### src/rtl/day1_stream.sv
// Streaming calorie-counting parser: sums newline-separated numbers into groups
// (groups are separated by blank lines) and reports the largest and the top-three total.
module day1_stream #(
  parameter int W = 64
) (
  input  logic         clk,
  input  logic         rst,
  input  logic         in_valid,
  output logic         in_ready,
  input  logic [7:0]   in_data,
  input  logic         in_last,
  output logic [W-1:0] out1,
  output logic [W-1:0] out2,
  output logic         done
);

  typedef enum logic [1:0] {S_RUN, S_FLUSH, S_DONE} state_t;

  state_t       r_state;
  state_t       w_next;
  logic [W-1:0] r_num;
  logic [W-1:0] r_gsum;
  logic [W-1:0] r_t1, r_t2, r_t3;
  logic         r_lhd;
  logic         r_open;

  logic         w_acc;
  logic         w_digit;
  logic         w_lf;
  logic [W-1:0] w_pend;
  logic [W-1:0] w_ins_v;
  logic [W-1:0] w_n1, w_n2, w_n3;
  logic [W-1:0] w_f1, w_f2, w_f3;

  always_ff @(posedge clk) begin
    if (rst) r_state <= S_RUN;
    else     r_state <= w_next;
  end

  always_comb begin
    w_next = r_state;
    unique case (r_state)
      S_RUN:   if (w_acc && in_last) w_next = S_FLUSH;
      S_FLUSH: w_next = S_DONE;
      S_DONE:  w_next = S_DONE;
      default: w_next = S_RUN;
    endcase
  end

  always_comb begin
    in_ready = (r_state == S_RUN) && !rst;
  end

  // Shared top-3 insertion: in RUN it closes the current group, in FLUSH it
  // closes the final group including any number still pending on the last line.
  always_comb begin
    w_acc   = in_valid && in_ready;
    w_digit = (in_data >= 8'h30) && (in_data <= 8'h39);
    w_lf    = (in_data == 8'h0A);
    w_pend  = r_gsum + r_num;
    w_ins_v = (r_state == S_FLUSH && r_lhd) ? w_pend : r_gsum;
    w_n1 = r_t1;
    w_n2 = r_t2;
    w_n3 = r_t3;
    if (w_ins_v > r_t1) begin
      w_n1 = w_ins_v;
      w_n2 = r_t1;
      w_n3 = r_t2;
    end else if (w_ins_v > r_t2) begin
      w_n2 = w_ins_v;
      w_n3 = r_t2;
    end else if (w_ins_v > r_t3) begin
      w_n3 = w_ins_v;
    end
    if (r_lhd || r_open) begin
      w_f1 = w_n1;
      w_f2 = w_n2;
      w_f3 = w_n3;
    end else begin
      w_f1 = r_t1;
      w_f2 = r_t2;
      w_f3 = r_t3;
    end
  end

  always_ff @(posedge clk) begin
    if (rst) begin
      r_num  <= '0;
      r_gsum <= '0;
      r_open <= 1'b0;
      r_lhd  <= 1'b0;
      r_t1   <= '0;
      r_t2   <= '0;
      r_t3   <= '0;
      out1   <= '0;
      out2   <= '0;
      done   <= 1'b0;
    end else begin
      unique case (r_state)
        S_RUN: begin
          if (w_acc) begin
            if (w_digit) begin
              r_num <= r_num * W'(10) + W'(in_data[3:0]);
              r_lhd <= 1'b1;
            end else if (w_lf) begin
              if (r_lhd) begin
                r_gsum <= w_pend;
                r_num  <= '0;
                r_lhd  <= 1'b0;
                r_open <= 1'b1;
              end else if (r_open) begin
                r_t1   <= w_n1;
                r_t2   <= w_n2;
                r_t3   <= w_n3;
                r_gsum <= '0;
                r_open <= 1'b0;
              end
            end
          end
        end
        S_FLUSH: begin
          r_t1 <= w_f1;
          r_t2 <= w_f2;
          r_t3 <= w_f3;
          out1 <= w_f1;
          out2 <= w_f1 + w_f2 + w_f3;
          done <= 1'b1;
        end
        default: ;
      endcase
    end
  end

endmodule
### config.mk
export PLATFORM = sky130hd
export DESIGN_NAME = day1_stream
export DESIGN_NICKNAME = d
export VERILOG_FILES = /design/src/rtl/day1_stream.sv
export SDC_FILE = /design/constraint.sdc
export NUM_CORES = 2
export LEC_CHECK = 0
export BUFFER_PORTS_ARGS = -buffer_cell sky130_fd_sc_hd__buf_2
export CAP_MARGIN = 20
export CELL_PAD_IN_SITES_DETAIL_PLACEMENT = 1
export CELL_PAD_IN_SITES_GLOBAL_PLACEMENT = 1
export CORE_ASPECT_RATIO = 1.1
export CORE_UTILIZATION = 52
export DETAILED_ROUTE_END_ITERATION = 8
export PLACE_DENSITY_LB_ADDON = 0.1
export RECOVER_POWER = 25
export SLEW_MARGIN = 20
export SYNTH_ARGS = -nofsm -noshare
export SYNTH_HDL_FRONTEND = slang
export SYNTH_SLANG_ARGS = --single-unit
export TNS_END_PERCENT = 10
### constraint.sdc
create_clock -name clk -period 20.9 [get_ports clk]
set_input_delay 4.18 -clock clk [delete_from_list [all_inputs] [get_ports clk]]
set_output_delay 4.18 -clock clk [all_outputs]
set_load 0.01 [all_outputs]
# ---- Word-level counts from Yosys, hierarchy flattened
# Index checks and enable logic that the tools add are counted.
# W data, S select, Z words.
dict set report word_totals {
  in_bits 12
  ff_bits 453
  out_inout_bits 130
}
dict set report op_classes {
  n_eq_ne 9
  n_mux 38
  magnitude_cmp 5
  multipliers 1
  add_sub_neg 4
  n_reduce_logical 18
  bitwise 1
}
# cell n
set op_table {}
lappend op_table {{$mux W64} 30}
lappend op_table {{$pmux W64 S2} 3}
lappend op_table {{$add A64 B64 Y64} 3}
lappend op_table {{$gt A64 B64 Y1} 3}
lappend op_table {{$add A64 B4 Y64} 1}
lappend op_table {{$mul A64 B3 Y63 const B} 1}
lappend op_table {{$ne A2 B2 Y1 const B} 6}
lappend op_table {{$eq A8 B4 Y1 const B} 1}
lappend op_table {{$ge A8 B6 Y1 const B} 1}
lappend op_table {{$le A8 B6 Y1 const B} 1}
lappend op_table {{$reduce_and A4 Y1} 2}
lappend op_table {{$reduce_bool A2 Y1} 4}
lappend op_table {{$reduce_and A6 Y1} 1}
lappend op_table {{$logic_and A1 B1 Y1} 5}
lappend op_table {{$reduce_and A5 Y1} 1}
lappend op_table {{$pmux W2 S2} 1}
lappend op_table {{$mux W1} 3}
lappend op_table {{$reduce_and A3 Y1} 1}
lappend op_table {{$eq A2 B1 Y1 const B} 1}
lappend op_table {{$eq A2 B2 Y1 const B} 1}
lappend op_table {{$logic_not A2 Y1} 1}
lappend op_table {{$mux W2} 1}
lappend op_table {{$reduce_or A2 Y1} 1}
lappend op_table {{$logic_not A1 Y1} 1}
lappend op_table {{other kinds (2)} 2}

# ---- Logic depth before layout (Yosys ltp)
dict set report logic_depth {
  word_depth 13
  depth_mapped 49
}

# ---- Least setup slack after synthesis
# OpenSTA, ideal clock, no wires.
dict set report synth_timing {
  path_type {register -> register}
  start {reg r_num[4]}
  end {reg out2[61]}
  synth_period_minus_slack_ns 10.009
  stages_incl_launch_ff 45
  setup_time_ns 0.130
  required_time_ns 20.770
  arrival_time_ns 9.879
  slack_ns 10.891
  n_path_buf 3
  path_cell_list {dfxtp_1 -> ha_1 -> a2111oi_0 -> o21ai_0 -> a221oi_1 -> o211ai_1 -> a31o_2 -> nand2_1 -> nor3_1 -> o21ai_0 -> nand3_1 -> a311oi_1 -> xnor2_1 -> mux2i_1 -> inv_1 -> ha_1 -> nand4_1 -> or2_2 -> [... 9 more ...] -> nand2_1 -> o21ai_0 -> fa_1 -> inv_1 -> ha_1 -> a21o_1 -> a21o_1 -> a2111oi_0 -> a211oi_1 -> a221oi_1 -> nor2_1 -> a211o_1 -> a221o_1 -> a211oi_1 -> nor3_1 -> a311oi_1 -> xor2_1 -> o21ai_0}
}
dict set report synth_between {
  elab_chain_len 8
}
# element line_no
set synth_rtl {}
lappend synth_rtl {{start: declaration} 21} ;# logic [W-1:0] r_num;
lappend synth_rtl {{start signal: assignment} 103} ;# r_num <= r_num * W'(10) + W'(in_data[3:0]);
lappend synth_rtl {{$add A64 B64 Y64 *} 60} ;# w_pend = r_gsum + r_num;
lappend synth_rtl {{$mux W64 *} 61} ;# w_ins_v = (r_state == S_FLUSH && r_lhd) ? w_pend : r_gsum;
lappend synth_rtl {{$gt A64 B64 Y1 (on tied branches)} {69, 72}}
lappend synth_rtl {{$mux W64 (on tied branches)} {69, 72}}
lappend synth_rtl {{$mux W64 (on tied branches)} {65, 69}}
lappend synth_rtl {{$mux W64 (on tied branches)} {75, 65}}
lappend synth_rtl {{$add A64 B64 Y64 or $mux W64 (tied branches)} {126, 75}}
lappend synth_rtl {{$add A64 B64 Y64 *} 126} ;# out2 <= w_f1 + w_f2 + w_f3;
lappend synth_rtl {{end signal: assignment} 126}
lappend synth_rtl {{end: declaration} 13} ;# output logic [W-1:0] out2,
# Every way passes the cells marked *; elsewhere a longest branch is shown, timed or not.
# A chain may end at the register's enable or synchronous reset.

# ---- Worst setup path in the final report
# Ends and elaborated chain as after synthesis.

==> results.toml <==
[synthesis]
synth_enable_flop_cells = 0
sequential_area_share_after_synthesis = 0.2275
syn-num-nets = 5742
synth_flop_cell = "sky130_fd_sc_hd__dfxtp_1"
async_reset_ff_frac = 0
post_synth_inst_count = 5222
synthesis.area_sq_mm = 0.03986
yosysUniqueCellTypes = 102
synth_warnings = 0
synth_register_bits = 453
synth_area_per_cell_sq_um = 7.633

[clocking]
ctsHtreeMaxLevel = 2
worstSkewPairLatency_ps = 640
post_cts.repair.setup_buffers = 0
cts_made_buffers = 55
cts_root_buffer = "sky130_fd_sc_hd__clkbuf_16"
cts.clk_slew.worst_paths_ps = 60
post_cts.resized_instances = 0
hold_buffers = 0
cts_tree = "done"
clock_sink_count = 453
cts_max_path_buffers = 3

[worst_hold_path]
worstHoldPathType = "reg2reg"

[layout]
final_cells = 6237
drive_above_1_share = 0.04875
design.final.nets = 5687
fin_util = 0.5662
layout-area-overhead-vs-synth_pct = 7.945
layout_common_cells = "sky130_fd_sc_hd__nor2_1, sky130_fd_sc_hd__a21oi_1, sky130_fd_sc_hd__dfxtp_1, sky130_fd_sc_hd__ha_1, sky130_fd_sc_hd__inv_1"
total_non_filler_cell_area_in_the_finished_layout_sq_mm = 0.04303
num-fill-cells = 9583
commonest_non_fill_non_tap_cell_in_the_layout = "sky130_fd_sc_hd__nor2_1"

[setup_path]
timing.critical_path.required_ps = 21410
worst_ep_arrival_time_ps = 14290
setup.worst_path.end_class = "register"
worst_path_dominant_cell_family = "compound AO/OA/AOI/OAI gates"
critical_path.max_stage_delay_ps = 800
setup.worst_path.start_class = "register"
worstSetupPathType = "reg2reg"
worst-path-max-fanout = 25
slowest_stage = "sky130_fd_sc_hd__a2111oi_1"
crit_buf_inv = 5

[power_and_ir_drop]
power_leakage_nw = 18.75
cell_internal_pwr_mw = 2.831
combPwrFrac = 0.707
clockPowerShare = 0.152
vdd.ir_drop.worst_mv = 0.6257
power.switching_mw = 4.100
report.power.total_mw = 6.931
sw_frac_of_total = 0.5916
power.share.sequential = 0.141
p_per_area_mw_per_mm2 = 161.1

[timing]
finalClockSkew_ps = 19.53
grt_setup_unrepaired = "false"
final-hold-violation-count = 0
fin_worst_hold_slack_ps = 450.2
max-slew-margin-rel = -1.787
fmax_mhz = 72.60
post-route-period-util = 0.6591
worstMarginPinSlew_ps = 4180
postLayoutSetupSlackWorst_ps = 7126
slew_viol_final = 124
period_minus_slack_ps = 13770
finalSetupTns_ps = 0
setup_violations = 0

[placement]
dpl.hpwl_mm = 109.2
dp_worst_setup_slack_ps = 7176
place_inst = 6136
place_area_sq_mm = 0.04124
numPortBuffers = 141
gpl.final_weighted_congestion = 0.9776

[route]
dr.first_iter.drc_count = 3522
post-route-drc-count = 0
vias_per_cell = 6.431
via_count = 40111
drt_pre_antenna_iters = 8
routed_wirelength_mm = 148.2
antenna_violating_nets_post_route = 0
wire_per_inst_um = 23.76

[global_routing]
grt.total_usage = 0.3700
antenna_violations_before_repair = 2
wire_length_of_the_first_global_routing_pass_mm = 228.8
largest_net_degree_at_the_start_of_global_routing = 88
grt_remaining_overflow = 0
first_global_vias = 40094

[floorplanning]
die_area_sq_mm = 0.07777
core_sq_mm = 0.07600
row_count = 106
die_extent_in_x_um = 266.0
fp.dieH_um = 292.4
floorplan.initialDensity = 0.5245
floorplan.io_pins = 142

[status]
violations = "capacitance limit, slew limit"
run_status = "complete, but fails checks"

[flow_run]
timing.max_cap.violations = 2
cells in the mapped netlist, types with 8 or more instances:
cell type                   instances  area share
sky130_fd_sc_hd__a22o_1             9      0.0020
sky130_fd_sc_hd__o32ai_1           11      0.0024
sky130_fd_sc_hd__nor2_1           588       0.055
sky130_fd_sc_hd__and3_1            34      0.0053
sky130_fd_sc_hd__a222oi_1          21      0.0053
sky130_fd_sc_hd__nor2b_1           35      0.0055
sky130_fd_sc_hd__or2_2             16      0.0025
sky130_fd_sc_hd__inv_1            412       0.039
sky130_fd_sc_hd__a22oi_1          102       0.019
sky130_fd_sc_hd__xor2_1            88       0.019
sky130_fd_sc_hd__a221oi_1          24      0.0053
sky130_fd_sc_hd__fa_1              67       0.034
sky130_fd_sc_hd__o21a_1            37      0.0070
sky130_fd_sc_hd__ha_1             441        0.14
sky130_fd_sc_hd__mux2_2            18      0.0051
sky130_fd_sc_hd__o31ai_1           17      0.0032
sky130_fd_sc_hd__a211o_1           14      0.0031
sky130_fd_sc_hd__o211a_1            8      0.0020
sky130_fd_sc_hd__nand4_1           99       0.016
sky130_fd_sc_hd__and2_1            27      0.0042
sky130_fd_sc_hd__nor3_1            74      0.0093
sky130_fd_sc_hd__o21bai_1          43      0.0081
sky130_fd_sc_hd__a21oi_1          463       0.058
sky130_fd_sc_hd__and4_1            11      0.0024
sky130_fd_sc_hd__clkbuf_1         269       0.025
sky130_fd_sc_hd__a21o_1           186       0.035
sky130_fd_sc_hd__nand3_1           87       0.011
sky130_fd_sc_hd__o211ai_1          37      0.0070
sky130_fd_sc_hd__o21ai_0          269       0.034
sky130_fd_sc_hd__xnor2_1          121       0.027
sky130_fd_sc_hd__a311oi_1          16      0.0035
sky130_fd_sc_hd__a211oi_1         198       0.037
sky130_fd_sc_hd__o22ai_1           68       0.011
sky130_fd_sc_hd__nor4_1            17      0.0027
sky130_fd_sc_hd__mux2i_1          118       0.030
sky130_fd_sc_hd__nand2_1          410       0.039
sky130_fd_sc_hd__a31oi_1           26      0.0041
sky130_fd_sc_hd__nand2b_1          50      0.0078
sky130_fd_sc_hd__dfxtp_1          453        0.23
sky130_fd_sc_hd__or3_1             26      0.0041
sky130_fd_sc_hd__buf_1             35      0.0033
sky130_fd_sc_hd__nor3b_1            9      0.0017
sky130_fd_sc_hd__a31o_2            11      0.0024
sky130_fd_sc_hd__a2111oi_0         19      0.0042
worst reg2reg max path: cells and delay by family, from the launching register on:
| family | cells | cell delay, ps |
|---|---|---|
| buffers and inverters | 5 | 1480 |
| xor gates and xnor gates | 2 | 330 |
| adders and majority gates | 5 | 1560 |
| muxes | 1 | 550 |
| and+or+nand+nor | 14 | 3100 |
| AOI/OAI and AO/OA | 18 | 6200 |
| DFF | 1 | 420 |
final timing paths:
check / startpoint / endpoint / slack [ps] / cells after the start
max: r_num[4] / out2[61] / 7130 / 45
min: out2[28] / out2[28] / 450 / 2
max reg2reg: r_num[4] / out2[61] / 7130 / 45
min reg2reg: out2[28] / out2[28] / 450 / 2
flip-flops by register name (all words and copies together), names as in the netlist:
name and cells:
r_t3 64, out1 64, r_gsum 64, r_open 1, r_t2 64, out2 64
done 1, r_state 2, r_num 64, r_lhd 1, r_t1 64
routing by layer:
metal | share of wire | global-route usage | routed length [um]
met2 | 0.46 | 0.6082 | 68230
met1 | 0.43 | 0.4865 | 64320
met3 | 0.065 | 0.05162 | 9609
met4 | 0.041 | 0.1472 | 6002
met5 | 0 | 0 | 0
cell type report:
type                            count  area, sq um  share of cell area
Antenna cell                        1        2.502          0.00005816
Clock buffer                       76         1618             0.03760
Clock inverter                     24        334.1            0.007764
Inverter                          413         1553             0.03609
Multi-Input combinational cell   4048        28220              0.6558
Sequential cell                   453         9069              0.2108
Tap cell                         1026         1284             0.02984
Timing Repair Buffer              196        952.2             0.02213
cell families after synthesis:
family,Yosys count,share of synthesized area
xor gates and xnor gates,210,0.04649
buffers and inverters,721,0.06802
AOI/OAI and AO/OA,1669,0.2740
muxes,137,0.03500
DFF,453,0.2275
and+or+nand+nor,1524,0.1769
adders and majority gates,508,0.1721
power by group through the flow:
stage | combinational (mW) | sequential, mW | clock, mW
floorplan | 2.97 | 0.983 | 0
global placement | 4.52 | 0.987 | 0
detailed placement | 4.62 | 0.991 | 0
CTS | 4.70 | 0.972 | 1.06
global route | 5.08 | 0.980 | 1.10
finish | 4.90 | 0.975 | 1.05
Note: power is estimated with default switching activity, not from simulation.
